<file path="src/rtl/alu_arbiter.sv">
// Shares one calculator ALU between two requesters: round-robin grant, operand capture,
// pre-issue screening of bad ops / divide-by-zero, and a watchdog for a hung ALU.
module alu_arbiter #(
    parameter int TIMEOUT = 64
) (
    input  logic       clk,
    input  logic       rst,
    input  logic [1:0] req_i,
    input  logic [3:0] op0_i,
    input  logic [3:0] op1_i,
    input  logic [3:0] a0_i,
    input  logic [3:0] b0_i,
    input  logic [3:0] a1_i,
    input  logic [3:0] b1_i,
    output logic [1:0] gnt_o,
    output logic [1:0] done_o,
    output logic [7:0] result_o,
    output logic [1:0] err_o,
    output logic [3:0] alu_op_o,
    output logic [3:0] alu_a_o,
    output logic [3:0] alu_b_o,
    input  logic       alu_busy_i,
    input  logic [7:0] alu_i
);

    localparam int CNT_W = $clog2(TIMEOUT);
    localparam logic [CNT_W-1:0] CNT_LAST = CNT_W'(TIMEOUT - 1);

    localparam logic [1:0] ERR_OK      = 2'b00;
    localparam logic [1:0] ERR_DIV0    = 2'b01;
    localparam logic [1:0] ERR_BADOP   = 2'b10;
    localparam logic [1:0] ERR_TIMEOUT = 2'b11;
    localparam logic [3:0] OP_DIV      = 4'b0001;

    typedef enum logic [1:0] {
        IDLE,
        ISSUE,
        WAIT,
        DONE
    } state_t;

    state_t           state_q, state_d;
    logic [1:0]       gnt_q, gnt_d;
    logic [1:0]       done_q, done_d;
    logic [7:0]       result_q, result_d;
    logic [1:0]       err_q, err_d;
    logic [3:0]       alu_op_q, alu_op_d;
    logic [3:0]       a_q, a_d;
    logic [3:0]       b_q, b_d;
    logic [CNT_W-1:0] cnt_q, cnt_d;
    logic             last_q, last_d;

    logic       win_idx;
    logic [1:0] win_gnt;
    logic [3:0] win_op;
    logic [3:0] win_a;
    logic [3:0] win_b;

    function automatic logic is_onehot(input logic [3:0] v);
        return (v != 4'b0000) && ((v & (v - 4'd1)) == 4'b0000);
    endfunction

    // On a tie the requester that was not served last wins.
    always_comb begin
        win_idx = 1'b0;
        case (req_i)
            2'b01:   win_idx = 1'b0;
            2'b10:   win_idx = 1'b1;
            2'b11:   win_idx = ~last_q;
            default: win_idx = 1'b0;
        endcase
        win_gnt = win_idx ? 2'b10 : 2'b01;
        win_op  = win_idx ? op1_i : op0_i;
        win_a   = win_idx ? a1_i  : a0_i;
        win_b   = win_idx ? b1_i  : b0_i;
    end

    always_comb begin
        state_d  = state_q;
        gnt_d    = gnt_q;
        done_d   = 2'b00;
        result_d = result_q;
        err_d    = err_q;
        alu_op_d = 4'b0000;
        a_d      = a_q;
        b_d      = b_q;
        cnt_d    = cnt_q;
        last_d   = last_q;

        case (state_q)
            IDLE: begin
                if (req_i != 2'b00) begin
                    gnt_d  = win_gnt;
                    last_d = win_idx;
                    a_d    = win_a;
                    b_d    = win_b;
                    // Screened requests finish immediately and never start the ALU.
                    if (!is_onehot(win_op)) begin
                        state_d  = DONE;
                        done_d   = win_gnt;
                        err_d    = ERR_BADOP;
                        result_d = 8'h00;
                    end else if ((win_op == OP_DIV) && (win_b == 4'd0)) begin
                        state_d  = DONE;
                        done_d   = win_gnt;
                        err_d    = ERR_DIV0;
                        result_d = 8'h00;
                    end else begin
                        state_d  = ISSUE;
                        alu_op_d = win_op;
                    end
                end
            end
            ISSUE: begin
                cnt_d   = '0;
                state_d = WAIT;
            end
            WAIT: begin
                if (!alu_busy_i) begin
                    result_d = alu_i;
                    err_d    = ERR_OK;
                    done_d   = gnt_q;
                    state_d  = DONE;
                end else if (cnt_q == CNT_LAST) begin
                    result_d = 8'h00;
                    err_d    = ERR_TIMEOUT;
                    done_d   = gnt_q;
                    state_d  = DONE;
                end else begin
                    cnt_d = cnt_q + CNT_W'(1);
                end
            end
            DONE: begin
                gnt_d   = 2'b00;
                state_d = IDLE;
            end
            default: begin
                gnt_d   = 2'b00;
                state_d = IDLE;
            end
        endcase
    end

    always_ff @(posedge clk) begin
        if (rst) begin
            state_q  <= IDLE;
            gnt_q    <= 2'b00;
            done_q   <= 2'b00;
            result_q <= 8'h00;
            err_q    <= ERR_OK;
            alu_op_q <= 4'b0000;
            a_q      <= 4'd0;
            b_q      <= 4'd0;
            cnt_q    <= '0;
            last_q   <= 1'b1;
        end else begin
            state_q  <= state_d;
            gnt_q    <= gnt_d;
            done_q   <= done_d;
            result_q <= result_d;
            err_q    <= err_d;
            alu_op_q <= alu_op_d;
            a_q      <= a_d;
            b_q      <= b_d;
            cnt_q    <= cnt_d;
            last_q   <= last_d;
        end
    end

    assign gnt_o    = gnt_q;
    assign done_o   = done_q;
    assign result_o = result_q;
    assign err_o    = err_q;
    assign alu_op_o = alu_op_q;
    assign alu_a_o  = a_q;
    assign alu_b_o  = b_q;

endmodule

</file>
<file path="config.mk">
export PLATFORM = sky130hd
export DESIGN_NAME = alu_arbiter
export DESIGN_NICKNAME = d
export VERILOG_FILES = /design/src/rtl/alu_arbiter.sv
export SDC_FILE = /design/constraint.sdc
export NUM_CORES = 1
export LEC_CHECK = 0
export ABC_CLOCK_PERIOD_IN_PS = 3300
export CAP_MARGIN = 20
export CORE_ASPECT_RATIO = 1.25
export CORE_UTILIZATION = 48
export DETAILED_ROUTE_END_ITERATION = 10
export PLACE_DENSITY_LB_ADDON = 0.05
export SETUP_SLACK_MARGIN = 0.2
export SYNTH_ARGS = -nofsm -noshare
export SYNTH_HDL_FRONTEND = slang
export SYNTH_SLANG_ARGS = --single-unit
export TNS_END_PERCENT = 50
</file>
<file path="constraint.sdc">
create_clock -name clk -period 3.3 [get_ports clk]
set_input_delay 0.33 -clock clk [delete_from_list [all_inputs] [get_ports clk]]
set_output_delay 0.33 -clock clk [all_outputs]
set_load 0.05 [all_outputs]
</file>
# Word level (Yosys, flattened, before mapping)
# Cells that the tools add are included.
[totals] in_bits=37 ff_bits=35 elab_cells=78
[op_classes] n_reduce_logical=16 addsub=2 muxes=33 n_eq_ne=12 n_bitwise=5
[ops] cell="two-way mux 8 bit" n=5
[ops] cell="two-way mux 2 bit" n=16
[ops] cell="case mux 8 bit (2 select lines)" n=1
[ops] cell="two-way mux 4 bit" n=3
[ops] cell="two-way mux 6 bit" n=2
[ops] cell="case mux 2 bit (2 select lines)" n=3
[ops] cell="case mux 6 bit (2 select lines)" n=1
[ops] cell="equality test 2 bit (second input constant)" n=4
[ops] cell="zero test 4 bit" n=2
[ops] cell="case mux 2 bit (4 select lines)" n=1
[ops] cell="nonzero test 2 bit" n=4
[ops] cell="adder 6 x 1 -> 6 bit (second input constant)" n=1
[ops] cell="equality test 6 bit (second input constant)" n=1
[ops] cell="!= test 2 bit (second input constant)" n=3
[ops] cell="!= test 3 bit (second input constant)" n=2
[ops] cell="AND reduction 2 bit" n=3
[ops] cell="OR reduction 5 bit" n=1
[ops] cell="AND 4 bit" n=1
[ops] cell="equality test 4 x 1 -> 1 bit (second input constant)" n=1
[ops] cell="NOT 1 bit" n=4
[ops] cell="AND reduction 4 bit" n=1
[ops] cell="nonzero test 4 bit" n=1
[ops] cell="subtractor 4 x 1 -> 4 bit (second input constant)" n=1
[ops] cell="AND reduction 3 bit" n=1
[ops] cell="4 further kinds" n=5

# Longest topological paths before layout
[depth] ltp_word=10 depth_mapped=9 mapped_depth_nobuf=8

# Worst setup path after synthesis
# OpenSTA, ideal clock, no wires.
[synth_path] kind="reg-to-reg" start="register state_q[0]" end="register err_q[0] (netlist: err_o[0])" required_ns=3.241 setup_ns=0.059 setup_slack_ns=1.419 t_arrival_ns=1.822 path_stages_with_launch=9 path_buffers=2 path_cell_list="dfxtp_1 > inv_1 > ha_1 > clkbuf_1 > nor2b_1 > clkbuf_1 > a41oi_4 > a211oi_1 > o31a_1"
[synth_between] elab_chain_len=3 elab_cells_between_ends=8 classes_between="4 x eq/ne; 1 x mux; 3 x reduce/logical"
[synth_lines] element="from (decl)" line="42" source="state_t state_q, state_d;"
[synth_lines] element="from (signal assigned)" line="157" source="state_q <= state_d;"
[synth_lines] element="equality test 2 bit / zero test 2 bit (equally long branches)" line="90" source="case (state_q)"
[synth_lines] element="!= test 3 bit (no source line) (tied with other cells)"
[synth_lines] element="AND reduction 4 bit (no source line)"
[synth_lines] element="to (signal assigned)" line="161" source="err_q <= err_d;"
[synth_lines] element="to (decl)" line="46" source="logic [1:0] err_q, err_d;"
# Several ways; a longest one is shown, not always the timed one.
# A chain may end at the register's enable or synchronous reset.

# Worst setup path in the final report
# Same ends and word-level chain as after synthesis.

==> summary by stage <==
Timing
The worst path uses 69.97% of the clock period. At the pin with the least slew margin, the transition time is 0.6465 ns. Setup slack closes at 0.9911 ns.

The worst pin sits at a relative slew slack of 56.81%. The minimum period implied by the final worst setup slack is 2.309 ns. The final setup violation count is 0. The total count of hold-check failures in the final report is 0. The maximum clock frequency is 433.1 MHz.

Setup repair after global routing left no endpoint under its margin. The setup TNS is 0 ns. The number of slew-limit violations in the final report was 0. Across the routed clock network, the largest skew measured is 0.004094 ns.

Synth
Of all flip-flops after synthesis, the portion carrying an async set or reset was 0%. In this run, synthesis produced a sequential element count of 35. The most frequently used cell type in the post-synthesis netlist is sky130_fd_sc_hd__nand2_1. Yosys printed 0 warnings.

In this run the biggest area consumer among cell types represents 40.58% of the synthesized area. The count of flip-flops with a built-in enable after synthesis is 0. The synthesized instance count is 205. The commonest cells after synthesis are sky130_fd_sc_hd__nand2_1, sky130_fd_sc_hd__dfxtp_1, sky130_fd_sc_hd__nor2_1.

The combined area of all synthesized cells is 1727 sq um. The number of unique standard cell types used by synthesis is 43. The cell taking the most area after synthesis is sky130_fd_sc_hd__dfxtp_1. For this run, the leading register cell type out of synthesis is sky130_fd_sc_hd__dfxtp_1. The share of synthesized area occupied by flip-flops and latches is 40.58%. Each instance of the synthesized netlist takes up on average 8.423 sq um. The number of nets handed over by synthesis was 247. By area the synthesized netlist is led by sky130_fd_sc_hd__dfxtp_1, sky130_fd_sc_hd__nand2_1, sky130_fd_sc_hd__nor2_1.

Power
The relative contribution of combinational cells to total power is 48.7%. Sequential cells account for 32.0% of the total power. The leakage power summed over all cells is 0.9350 nW. The maximum vdd ir drop is 0.5240 mV.

The power density of the placed cells is 705.7 nW/um^2. Net switching is 42.50% of the power. The clock group share of total power is 19.3%. The internal power of the cells totals 1.007 mW. The switching power is 0.7441 mW.

Detailed routing
The routed layout has 1,667 vias. The count of nets left with antenna violations once routing finished came out at 0. After the first detailed-routing iteration, the DRC count stood at 42. The average via count per standard cell is 5.395.

The iteration count of the initial detailed-routing pass is 4. The post-detailed-route wirelength per cell is 12.74 um. The DRC violations left is 0. Wires add up to 3.937 mm.

Placement
The routability-driven placement congestion ratio is 0.7585. Once placement completed, the tool counted placed cells totaling 301. The worst slack at placement is 0.7545 ns. The quantity of I/O buffers inserted on ports is 62.

The HPWL after detailed placement is 2.854 mm.

Clock network
The number of hold buffers added after CTS was 0. The clock sink count is 35. The maximum buffer depth of the clock tree is 2. The number of buffers inserted to repair setup after CTS is 0. After clock tree synthesis, the repair step resized 0 gates. The tree is rooted in a sky130_fd_sc_hd__clkbuf_8. The TritonCTS clock tree is done.

The number of H-tree levels is 2. The clock-pin slew of the registers on the worst-case setup and hold paths is 0.07 ns. The number of CTS-inserted buffers is 5. The later-pin clock latency in the skew report is 0.29 ns.

Worst setup path
The delay contributed by the slowest stage of the critical path is 0.57 ns. STA puts the critical path data required time at 3.53 ns. The critical path arrival is 2.54 ns. The category of the critical setup timing path is flop to flop. STA classifies the critical path startpoint as a flop. Traced cell by cell, the critical path runs through inv_1 > ha_1 > buf_4 > nor2b_1 > a41oi_4 > a211oi_1 > o31a_1. STA classifies the critical path endpoint as a flop. The worst-path cell with the longest stage delay is sky130_fd_sc_hd__nor2b_1. The maximum fanout count along the critical path is 19.

Floorplanning
The initial core utilization is 50.00%. The floorplan step defined a die boundary enclosing 3843 sq um. In this run the vertical extent of the chip is 69.06 um. The region available for standard cell placement spans 3453 sq um. 63 I/O pins were placed. The number of core rows is 24. The width of the die is 55.65 um.

Global routing
For this run the aggregate overflow at the end of global routing stands at 0. The initial antenna violation count is 0. The via count of the first global-routing pass came to 1,558. The pin count of the biggest net entering global routing is 31. The all-layer global routing usage is 21.93%. The wire length of the first global-routing pass is 6.775 mm.

Status
The flow ran to the end, and the final reports show no timing, DRC or antenna violations.

Final layout
The filler cells instantiated in the layout total 298. For this run, the post-layout net count is 311. Relative to the synthesized area, the layout overhead comes to 43.70%. The finished layout holds 309 standard cells, fillers aside. The number of antenna cells inserted is 0. Cells with a size suffix above 1 make up 6.667% of the layout.

Flow run
The number of maximum-capacitance violations is 0.

Min path
In this run the worst hold path is classified as flop to flop.
[cell type report]
type                       instances  area [sq um]  area share [%]
clock buffer                       8         100.1           4.034
sequential                        35         700.7           28.24
timing repair buffer              65         643.1           25.92
tap                               39         48.80           1.967
inverter                           4         15.01          0.6051
multi-input combinational        158         973.4           39.23
[sequential cells by signal (all words and copies together), names as in the netlist]
signal / count
alu_b_o: 4
last_q: 1
err_o: 2
alu_a_o: 4
done_o: 2
cnt_q: 6
state_q: 2
gnt_o: 2
alu_op_o: 4
result_o: 8
[worst max-delay path: cells and delay by family, from the launching register on]
kind / cells / cell delay [ns]
AOI/OAI and AO/OA: 3 / 0.90
and+or+nand+nor: 1 / 0.57
DFF: 1 / 0.34
buffers and inverters: 2 / 0.31
adders and majority gates: 1 / 0.14
[kinds of logic after synthesis]
group / synth area share, %
mux: 1.159
buf+inv: 3.043
simple gates: 27.61
flops: 40.58
fa+ha+maj: 3.623
xor+xnor: 3.044
compound gates: 20.94
[per-layer routing]
metal	up-vias	global-route usage [%]	routed length (um)
met5	-	0	0
met4	0	7.500	55
met3	6	5.441	216
met2	57	38.55	1954
met1	744	25.62	1710
li1	860	-	-
[through the flow]
stage | area [sq um] | power [mW] | hold WS, ns | utilization [%]
after global routing | 2481 | 1.854 | 0.4980 | 71.85
after global placement | 2381 | 1.413 | 0.4633 | 68.95
after floorplan | 1727 | 1.180 | 0.4626 | -
after CTS | 2481 | 1.767 | 0.4770 | 71.85
after detailed placement | 2381 | 1.420 | 0.4645 | 68.95
final | 2481 | 1.751 | 0.4760 | 71.85
[cells in the final DEF, fill, tap and decap left out, types with 2 or more instances in the layout]
cell type / n
sky130_fd_sc_hd__xor2_1: 3
sky130_fd_sc_hd__nor3_1: 2
sky130_fd_sc_hd__clkbuf_8: 7
sky130_fd_sc_hd__nor2_1: 28
sky130_fd_sc_hd__a22oi_1: 7
sky130_fd_sc_hd__nor2b_1: 3
sky130_fd_sc_hd__ha_1: 5
sky130_fd_sc_hd__a31oi_1: 3
sky130_fd_sc_hd__nand3_1: 2
sky130_fd_sc_hd__a22o_1: 4
sky130_fd_sc_hd__a21oi_1: 7
sky130_fd_sc_hd__nand2b_1: 3
sky130_fd_sc_hd__nand3b_1: 9
sky130_fd_sc_hd__clkdlybuf4s50_1: 62
sky130_fd_sc_hd__dfxtp_1: 35
sky130_fd_sc_hd__a311oi_1: 5
sky130_fd_sc_hd__nand4_1: 2
sky130_fd_sc_hd__nand2_1: 36
sky130_fd_sc_hd__buf_4: 3
sky130_fd_sc_hd__or2_2: 2
sky130_fd_sc_hd__or4b_1: 2
sky130_fd_sc_hd__inv_1: 4
sky130_fd_sc_hd__mux2i_1: 2
sky130_fd_sc_hd__o21ai_1: 8
sky130_fd_sc_hd__o21ai_0: 3
sky130_fd_sc_hd__xnor2_1: 3
sky130_fd_sc_hd__nor4b_1: 2
[power by group through the flow]
stage / Combinational (mW) / Clock, mW / Sequential [mW]
floorplan: 0.407 / 0 / 0.773
CTS: 0.857 / 0.350 / 0.561
global route: 0.920 / 0.362 / 0.572
global placement: 0.846 / 0 / 0.567
finish: 0.853 / 0.338 / 0.560
detailed placement: 0.853 / 0 / 0.567
[path summary, 6_finish.rpt]
path | startpoint | to | slack, ns | cells after the start
worst max-delay path | state_q[0] | err_o[0] | 0.99 | 7
worst min-delay path | result_o[7] | result_o[7] | 0.48 | 2
worst max register to register | state_q[0] | err_o[0] | 0.99 | 7
worst min register to register | result_o[7] | result_o[7] | 0.48 | 2
Note: power is estimated with default switching activity, not from simulation.
